**config.mk**
```make
export PLATFORM = sky130hd
export DESIGN_NAME = score_tracker
export DESIGN_NICKNAME = d
export VERILOG_FILES = /design/src/rtl/score_tracker_pkg.sv /design/src/rtl/score_tracker_regfile.sv /design/src/rtl/score_tracker.sv
export SDC_FILE = /design/constraint.sdc
export NUM_CORES = 1
export LEC_CHECK = 0
export ABC_AREA = 1
export BUFFER_PORTS_ARGS = -buffer_cell sky130_fd_sc_hd__buf_2
export CAP_MARGIN = 15
export CORE_MARGIN = 4
export CORE_UTILIZATION = 55
export DETAILED_ROUTE_END_ITERATION = 8
export GPL_ROUTABILITY_DRIVEN = 0
export PLACE_DENSITY = 0.74
export SLEW_MARGIN = 20
export SYNTH_ARGS = -nofsm -noshare
export SYNTH_HDL_FRONTEND = slang
export SYNTH_SLANG_ARGS = --single-unit
```
**constraint.sdc**
```tcl
create_clock -name clk -period 3.05 [get_ports clk]
set_clock_uncertainty 0.05 [all_clocks]
set_input_delay 0.1525 -clock clk [delete_from_list [all_inputs] [get_ports clk]]
set_output_delay 0.1525 -clock clk [all_outputs]
set_load 0.005 [all_outputs]
```
**src/rtl/score_tracker_pkg.sv**
```systemverilog
// Shared definitions for the score checker / score tracker pair:
// FSM state encodings and default record widths.
package score_tracker_pkg;

   localparam int DEF_NUM_PLAYERS = 8;
   localparam int DEF_ID_W        = 3;
   localparam int DEF_SCORE_W     = 7;

   typedef enum logic [1:0] {
      IDLE    = 2'd0,
      LOOKUP  = 2'd1,
      COMPARE = 2'd2,
      UPDATE  = 2'd3
   } state_e;

endpackage : score_tracker_pkg

```
**src/rtl/score_tracker_regfile.sv**
```systemverilog
// Personal-best register file: one registered read port, one write port,
// a synchronous clear-all and an asynchronous active-low reset.
module score_regfile
   import score_tracker_pkg::*;
#(
   parameter int NUM_PLAYERS = DEF_NUM_PLAYERS,
   parameter int ID_W        = DEF_ID_W,
   parameter int SCORE_W     = DEF_SCORE_W
) (
   input  logic               clk_i,
   input  logic               rst_ni,
   input  logic               clear_i,
   input  logic               rdEn_i,
   input  logic [ID_W-1:0]    rdAddr_i,
   output logic [SCORE_W-1:0] rdData_o,
   input  logic               wrEn_i,
   input  logic [ID_W-1:0]    wrAddr_i,
   input  logic [SCORE_W-1:0] wrData_i
);

   localparam logic [ID_W:0] LIMIT = (ID_W + 1)'(NUM_PLAYERS);

   logic [SCORE_W-1:0] mem_q [NUM_PLAYERS];
   logic [SCORE_W-1:0] rdData_q;
   logic               rdInRange;
   logic               wrInRange;

   // Addresses beyond the populated slots read as zero and drop writes.
   assign rdInRange = ({1'b0, rdAddr_i} < LIMIT);
   assign wrInRange = ({1'b0, wrAddr_i} < LIMIT);

   always_ff @(posedge clk_i or negedge rst_ni) begin
      if (!rst_ni) begin
         for (int i = 0; i < NUM_PLAYERS; i++) begin
            mem_q[i] <= '0;
         end
      end else if (clear_i) begin
         for (int i = 0; i < NUM_PLAYERS; i++) begin
            mem_q[i] <= '0;
         end
      end else if (wrEn_i && wrInRange) begin
         mem_q[wrAddr_i] <= wrData_i;
      end
   end

   always_ff @(posedge clk_i or negedge rst_ni) begin
      if (!rst_ni) begin
         rdData_q <= '0;
      end else if (rdEn_i) begin
         rdData_q <= rdInRange ? mem_q[rdAddr_i] : '0;
      end
   end

   assign rdData_o = rdData_q;

endmodule : score_regfile

```
**src/rtl/score_tracker.sv**
```systemverilog
// Persistent score records: per-player personal bests plus the global best,
// updated from accepted score requests with personal/global win verdicts.
module score_tracker
   import score_tracker_pkg::*;
#(
   parameter int NUM_PLAYERS = DEF_NUM_PLAYERS,
   parameter int ID_W        = DEF_ID_W,
   parameter int SCORE_W     = DEF_SCORE_W
) (
   input  logic               clk,
   input  logic               rst,
   input  logic               score_req,
   input  logic [SCORE_W-1:0] score_in,
   input  logic [ID_W-1:0]    intPlayID_in,
   input  logic               isGuest_in,
   input  logic               clear_scores,
   output logic               valid,
   output logic               personalwin,
   output logic               globalwin,
   output logic               busy,
   output logic [SCORE_W-1:0] global_best,
   output logic [ID_W-1:0]    global_id,
   output logic               global_guest
);

   state_e             state_q, state_d;

   logic               accept, doClear, doLookup, doCompare, doUpdate;

   logic [SCORE_W-1:0] score_q;
   logic [ID_W-1:0]    id_q;
   logic               guest_q;
   logic               pw_q, gw_q;
   logic               personalWin_q, globalWin_q, valid_q;
   logic [SCORE_W-1:0] globalBest_q;
   logic [ID_W-1:0]    globalId_q;
   logic               globalGuest_q;
   logic [SCORE_W-1:0] pbest;

   always_ff @(posedge clk or negedge rst) begin
      if (!rst) begin
         state_q <= IDLE;
      end else begin
         state_q <= state_d;
      end
   end

   always_comb begin
      state_d = state_q;
      unique case (state_q)
         IDLE:    if (score_req) state_d = LOOKUP;
         LOOKUP:  state_d = COMPARE;
         COMPARE: state_d = UPDATE;
         UPDATE:  state_d = IDLE;
         default: state_d = IDLE;
      endcase
   end

   // A request in IDLE wins over a simultaneous clear.
   always_comb begin
      accept    = 1'b0;
      doClear   = 1'b0;
      doLookup  = 1'b0;
      doCompare = 1'b0;
      doUpdate  = 1'b0;
      busy      = 1'b1;
      unique case (state_q)
         IDLE: begin
            busy    = 1'b0;
            accept  = score_req;
            doClear = !score_req && clear_scores;
         end
         LOOKUP:  doLookup  = 1'b1;
         COMPARE: doCompare = 1'b1;
         UPDATE:  doUpdate  = 1'b1;
         default: busy      = 1'b0;
      endcase
   end

   always_ff @(posedge clk or negedge rst) begin
      if (!rst) begin
         score_q       <= '0;
         id_q          <= '0;
         guest_q       <= 1'b0;
         pw_q          <= 1'b0;
         gw_q          <= 1'b0;
         personalWin_q <= 1'b0;
         globalWin_q   <= 1'b0;
         valid_q       <= 1'b0;
         globalBest_q  <= '0;
         globalId_q    <= '0;
         globalGuest_q <= 1'b0;
      end else begin
         valid_q <= doUpdate;
         if (accept) begin
            score_q       <= score_in;
            id_q          <= intPlayID_in;
            guest_q       <= isGuest_in;
            personalWin_q <= 1'b0;
            globalWin_q   <= 1'b0;
         end
         if (doCompare) begin
            pw_q <= !guest_q && (score_q > pbest);
            gw_q <= (score_q > globalBest_q);
         end
         if (doUpdate) begin
            personalWin_q <= pw_q;
            globalWin_q   <= gw_q;
            if (gw_q) begin
               globalBest_q  <= score_q;
               globalId_q    <= id_q;
               globalGuest_q <= guest_q;
            end
         end
         if (doClear) begin
            globalBest_q  <= '0;
            globalId_q    <= '0;
            globalGuest_q <= 1'b0;
         end
      end
   end

   score_regfile #(
      .NUM_PLAYERS (NUM_PLAYERS),
      .ID_W        (ID_W),
      .SCORE_W     (SCORE_W)
   ) u_regfile (
      .clk_i    (clk),
      .rst_ni   (rst),
      .clear_i  (doClear),
      .rdEn_i   (doLookup),
      .rdAddr_i (id_q),
      .rdData_o (pbest),
      .wrEn_i   (doUpdate && pw_q),
      .wrAddr_i (id_q),
      .wrData_i (score_q)
   );

   assign valid        = valid_q;
   assign personalwin  = personalWin_q;
   assign globalwin    = globalWin_q;
   assign global_best  = globalBest_q;
   assign global_id    = globalId_q;
   assign global_guest = globalGuest_q;

endmodule : score_tracker

```
After elaboration in Yosys (flattened, before gate mapping)
Index checks and enable logic that the tools add are counted.
Operators by class
  multiplexer cells: 28
  magnitude comparators: 4
  reduce and logical (&&, ||, !) cells: 12
  $mul: 0
  equal/unequal tests: 4
  shifts and indexed selects: 0
  add/sub/neg operators: 0
  bitwise operators: 1
  div/mod/pow operators: 0
Operators with widths (number)
  $mux 56: 2
  $bwmux 56: 1
  $mux 7: 6
  $bmux 7 s3: 1
  $demux 7 s3: 1
  $gt 7x7->1: 2
  $mux 1: 12
  $mux 3: 3
  $pmux 2 s4: 1
  $reduce_bool 2->1: 4
  $eq 2x2->1 const B: 2
  $ge 4x4->1 const B: 1
  $logic_and 1x1->1: 4
  $lt 4x1->1 const B: 1
  $not 3->4: 1
  $eq 2x1->1 const B: 1
  $logic_not 1->1: 2
  $logic_not 2->1: 1
  $mux 2: 1
  $ne 2x2->1 const B: 1
  $reduce_and 2->1: 1
Word-level totals
  register bits: 92
  output and inout bits: 15
  memories kept: 0
  bits in read-only memories: 0
  word-level logic and storage cells: 70
  input port bits: 15
  RAM bits: 0
  bits in latches: 0

Depth between registers and ports, before layout
  word-level depth: 8
  mapped depth: 10
  gate-level depth less buffers: 9

Cells and area by module
From an unflattened synthesis, not the netlist that was laid out.
Second synthesis, totals
  cells, all modules: 515
  area, all modules: 4469.3 um^2
By module, submodules not included
  score_regfile: seq. area each 1576.5 um^2, times used 1, cells each 336, area an instance 2861.5 um^2
  score_tracker: seq. area each 725.7 um^2, times used 1, cells each 179, area an instance 1607.8 um^2

Worst setup path after synthesis
Ideal clock, no wire load.
  kind: reg-to-reg
  start point: reg state_q[0]
  end point: reg u_regfile.mem_q[48] (netlist name)
  period minus slack after synthesis: 1.513 ns
  required time: 2.871 ns
  path slack: 1.537 ns
  arrival: 1.333 ns
  stages on the path, launching flop included: 9
  library setup time: 0.129 ns
  cells stage by stage: dfrtp_1 > inv_1 > ha_1 > inv_1 > nor2_1 > nand2_1 > buf_4 > nand2_1 > o22ai_1
On the way
  cells in the longest elaborated chain, start to end: 4
  elaborated cells on any way between the ends: 7
  classes of those cells: eq/ne: 1; mux: 3; reduce/logical: 3
Ends and longest elaborated chain
  start, declared: line score_tracker.sv:26  | state_e state_q, state_d;
  start signal, assigned: line score_tracker.sv:44  | state_q <= state_d;
  $eq 2x2->1: line score_tracker.sv:67  | unique case (state_q)
  $mux 1: line score_tracker.sv:67
  $logic_and 1x1->1: line score_tracker.sv:134  | .wrEn_i (doUpdate && pw_q),
  $reduce_bool 2->1 (no source line)
  end signal, assigned by index: line score_tracker_regfile.sv:42  | mem_q[wrAddr_i] <= wrData_i;
  end, declared: line score_tracker_regfile.sv:23  | logic [SCORE_W-1:0] mem_q [NUM_PLAYERS];
Parallel ways exist; a longest one is shown, timed or not.
A chain may end at the register's enable or synchronous reset.

Worst setup path after layout
  start point: reg state_q[0]
  end point: reg u_regfile.mem_q[7] (netlist name)
The elaborated chain is that of the path after synthesis.

==> flow_summary_export.csv <==
group,metric,value,unit
hold_path,hold_path_class,"in -> reg",
timing,post-route-period-util,83.0,%
clocking,path_clk_slew,0.09,ns
setup_path,reg2reg_slack,0.52,ns
logic_synthesis,synth_cells,500,
hold_path,hold_depth,3,
cells_and_area,fill_cells,643,
timing,setup_tns,0,ns
timing,finalHoldViolCount,0,
floorplan,die_w,98.1,µm
outcome,outcome,"complete, no violations",
clocking,root_buffer,"clkbuf_8",
floorplan,die_area,0.00963,mm²
timing,setup_slack,0.517,ns
global_route,grt_max_degree,61,
global_route,grt_overflow_total,0,
logic_synthesis,synth_area,0.00447,mm²
floorplan,ios,30,
route,drt-wirelength-per-cell,16.3,µm
logic_synthesis,synth.avg_cell_area,8.94,µm²
route,routed_wl,10.6,mm
logic_synthesis,synth_top_area_share,51.5,%
placement,place_ws,0.558,ns
cells_and_area,syn2layout_area_growth,12.1,%
clocking,cts.sinks,92,
power,leakage,2.57,nW
clocking,tritoncts,"built",
logic_synthesis,ys_ff_latch,92,
global_route,grt_pass1_wl,18.0,mm
logic_synthesis,synth_cell_types,25,
placement,hpwl,7.19,mm
timing,slew_violations,0,
logic_synthesis,synth_seq_area_share,51.5,%
logic_synthesis,syn-num-nets,534,
setup_path,critPathArrivalTime,2.75,ns
logic_synthesis,ys_warn_count,0,
floorplan,start_util,57.2,%
placement,port_buffers,29,
timing,maxClockFrequency,395,MHz
power,p_per_area,926,mW/mm²
setup_path,required,3.26,ns
hold_path,hp-start,"score_in[0]",
cells_and_area,final_nets,578,
timing,rsz0062_at_grt,"false",
logic_synthesis,synth.largest_area_cell,"dfrtp_1",
floorplan,die_y,98.1,µm
clocking,clk_path_buf_depth,2,
cells_and_area,antenna_cells,0,
global_route,grt_pass1_vias,3628,
setup_path,critical_path_class,"reg -> reg",
route,first_pass_iters,4,
clocking,post_cts_resized,0,
global_route,antenna_found_initial,0,
setup_path,start_kind,"flip-flop",
clocking,cts_buffers,9,
run,cap_violations,0,
global_route,groute.usage.overall,23.2,%
route,vias,3666,
setup_path,r2r-start,"state_q[0]$_DFFE_PN0P_",
timing,slew_headroom,34.3,%
route,drc,0,
route,drt_iter0_markers,182,
cells_and_area,drive_gt1_share,13.7,%
clocking,clkLatencyLatePin,0.36,ns
setup_path,ff2ff_path_depth,7,
logic_synthesis,synthTopCellsByArea,"dfrtp_1, nand2_1, o22ai_1, inv_1, ha_1",
route,vias_per_cell,5.63,
setup_path,startpoint,"state_q[0]$_DFFE_PN0P_",
timing,tightestPinTransition,0.983,ns
setup_path,cp_max_fo,20,
setup_path,critPathCaptureType,"flip-flop",
route,ant_nets,0,
timing,setup_viol,0,
timing,layout_min_cycle_time,2.53,ns
clocking,htree_levels,3,
floorplan,rows,32,
power,ir_drop,0.456,mV
power,design_power_total,4.64,mW
floorplan,coreArea,0.00781,mm²
worst paths after layout:
kind	end
max	u_regfile.mem_q[7]$_DFFE_PN0P_
min	score_q[0]$_DFFE_PN0P_
max reg2reg	u_regfile.mem_q[7]$_DFFE_PN0P_
min reg2reg	gw_q$_DFFE_PN0P_
max in group asynchronous	u_regfile.mem_q[24]$_DFFE_PN0P_
min in group asynchronous	score_q[6]$_DFFE_PN0P_
per-layer routing:
metal / track usage [%] / wire length [µm] / vias up
met5: 0 / 0 / -
met3: 5.79 / 828 / 25
met1: 31.5 / 4480 / 1758
met2: 37.0 / 5100 / 157
li1: - / - / 1726
met4: 7.67 / 198 / 0
per-stage QoR:
step | instances | hold WS, ns | util (%) | cell area, µm²
after detailed placement | 624 | 0.226 | 60.5 | 4720
after floorplan | 500 | -0.193 | - | 4470
after CTS | 651 | 0.0121 | 64.2 | 5010
after global routing | 651 | 0.0345 | 64.2 | 5010
final | 651 | 0.0295 | 64.2 | 5010
after global placement | 624 | 0.224 | 60.5 | 4720
power breakdown:
group	internal (mW)	switching (mW)
clock network	0.324	0.433
registers	1.57	0.219
logic	0.720	1.38
total	2.61	2.03
timing repair:
item / CTS / global route
buffers inserted: 0 / 0
hold endpoints to repair: 68 / 0
hold buffers: 11 / 0
kinds of logic (layout without fill, tap and decap cells):
group / Yosys count / in the layout / share of synthesized area [%]
AND/OR/NAND/NOR: 198 / 198 / 21.6
flip-flops: 92 / 92 / 51.5
multiplexers: 6 / 6 / 1.51
adder cells (fa/ha/maj): 19 / 19 / 5.32
buffers and inverters: 98 / 147 / 8.57
AO/OA/AOI/OAI: 87 / 87 / 11.4
layout by cell type, fill, tap and decap left out, types with 3 or more instances in the layout:
master | synthesis | layout
a21oi_1 | 15 | 15
buf_2 | 6 | 28
buf_4 | 1 | 5
clkbuf_8 | 0 | 10
dfrtp_1 | 92 | 92
dlygate4sd3_1 | 0 | 11
ha_1 | 19 | 19
inv_1 | 82 | 82
inv_2 | 3 | 3
mux2_2 | 6 | 6
nand2_1 | 109 | 109
nand2_4 | 4 | 4
nand3_1 | 37 | 37
nand3_4 | 6 | 6
nor2_1 | 33 | 33
o21ai_0 | 14 | 14
o22ai_1 | 56 | 56
critical path, cell delays in order, from the launching register on:
cell	delay, ns
dfrtp_1	0.39
inv_1	0.10
ha_1	0.22
inv_1	0.07
nor2_1	0.05
nand2_1	0.71
nand2_1	0.50
o22ai_1	0.34
Yosys cell counts:
library cell    n
inv_2           3
clkinv_2        1
a21oi_1        15
buf_4           1
inv_4           1
nor2_1         33
o21ai_0        14
nand2_4         4
nand3_2         2
nand2_2         2
ha_1           19
buf_2           6
clkbuf_1        3
nor2_8          2
nor2_4          1
a21o_1          2
nand2_1       109
mux2_2          6
nand3b_1        2
buf_1           1
nand3_4         6
inv_1          82
dfrtp_1        92
o22ai_1        56
nand3_1        37
layout make-up:
class                           instances  area [µm²]  area share, %
Inverter                               87         330           6.60
Clock buffer                           12         145           2.90
Multi-Input combinational cell        310        1780           35.6
Sequential cell                        92        2300           46.0
Tap cell                              102         128           2.55
Clock inverter                          4        32.5          0.650
Timing Repair Buffer                   44         288           5.75
registers in the layout (all words and copies together) (netlist names):
register	flops
u_regfile.rdData_o	7
globalwin	1
score_q	7
global_id	3
global_best	7
u_regfile.mem_q	56
gw_q	1
personalwin	1
global_guest	1
pw_q	1
guest_q	1
valid	1
id_q	3
state_q	2
No activity file was read; power rests on OpenSTA's default activity.
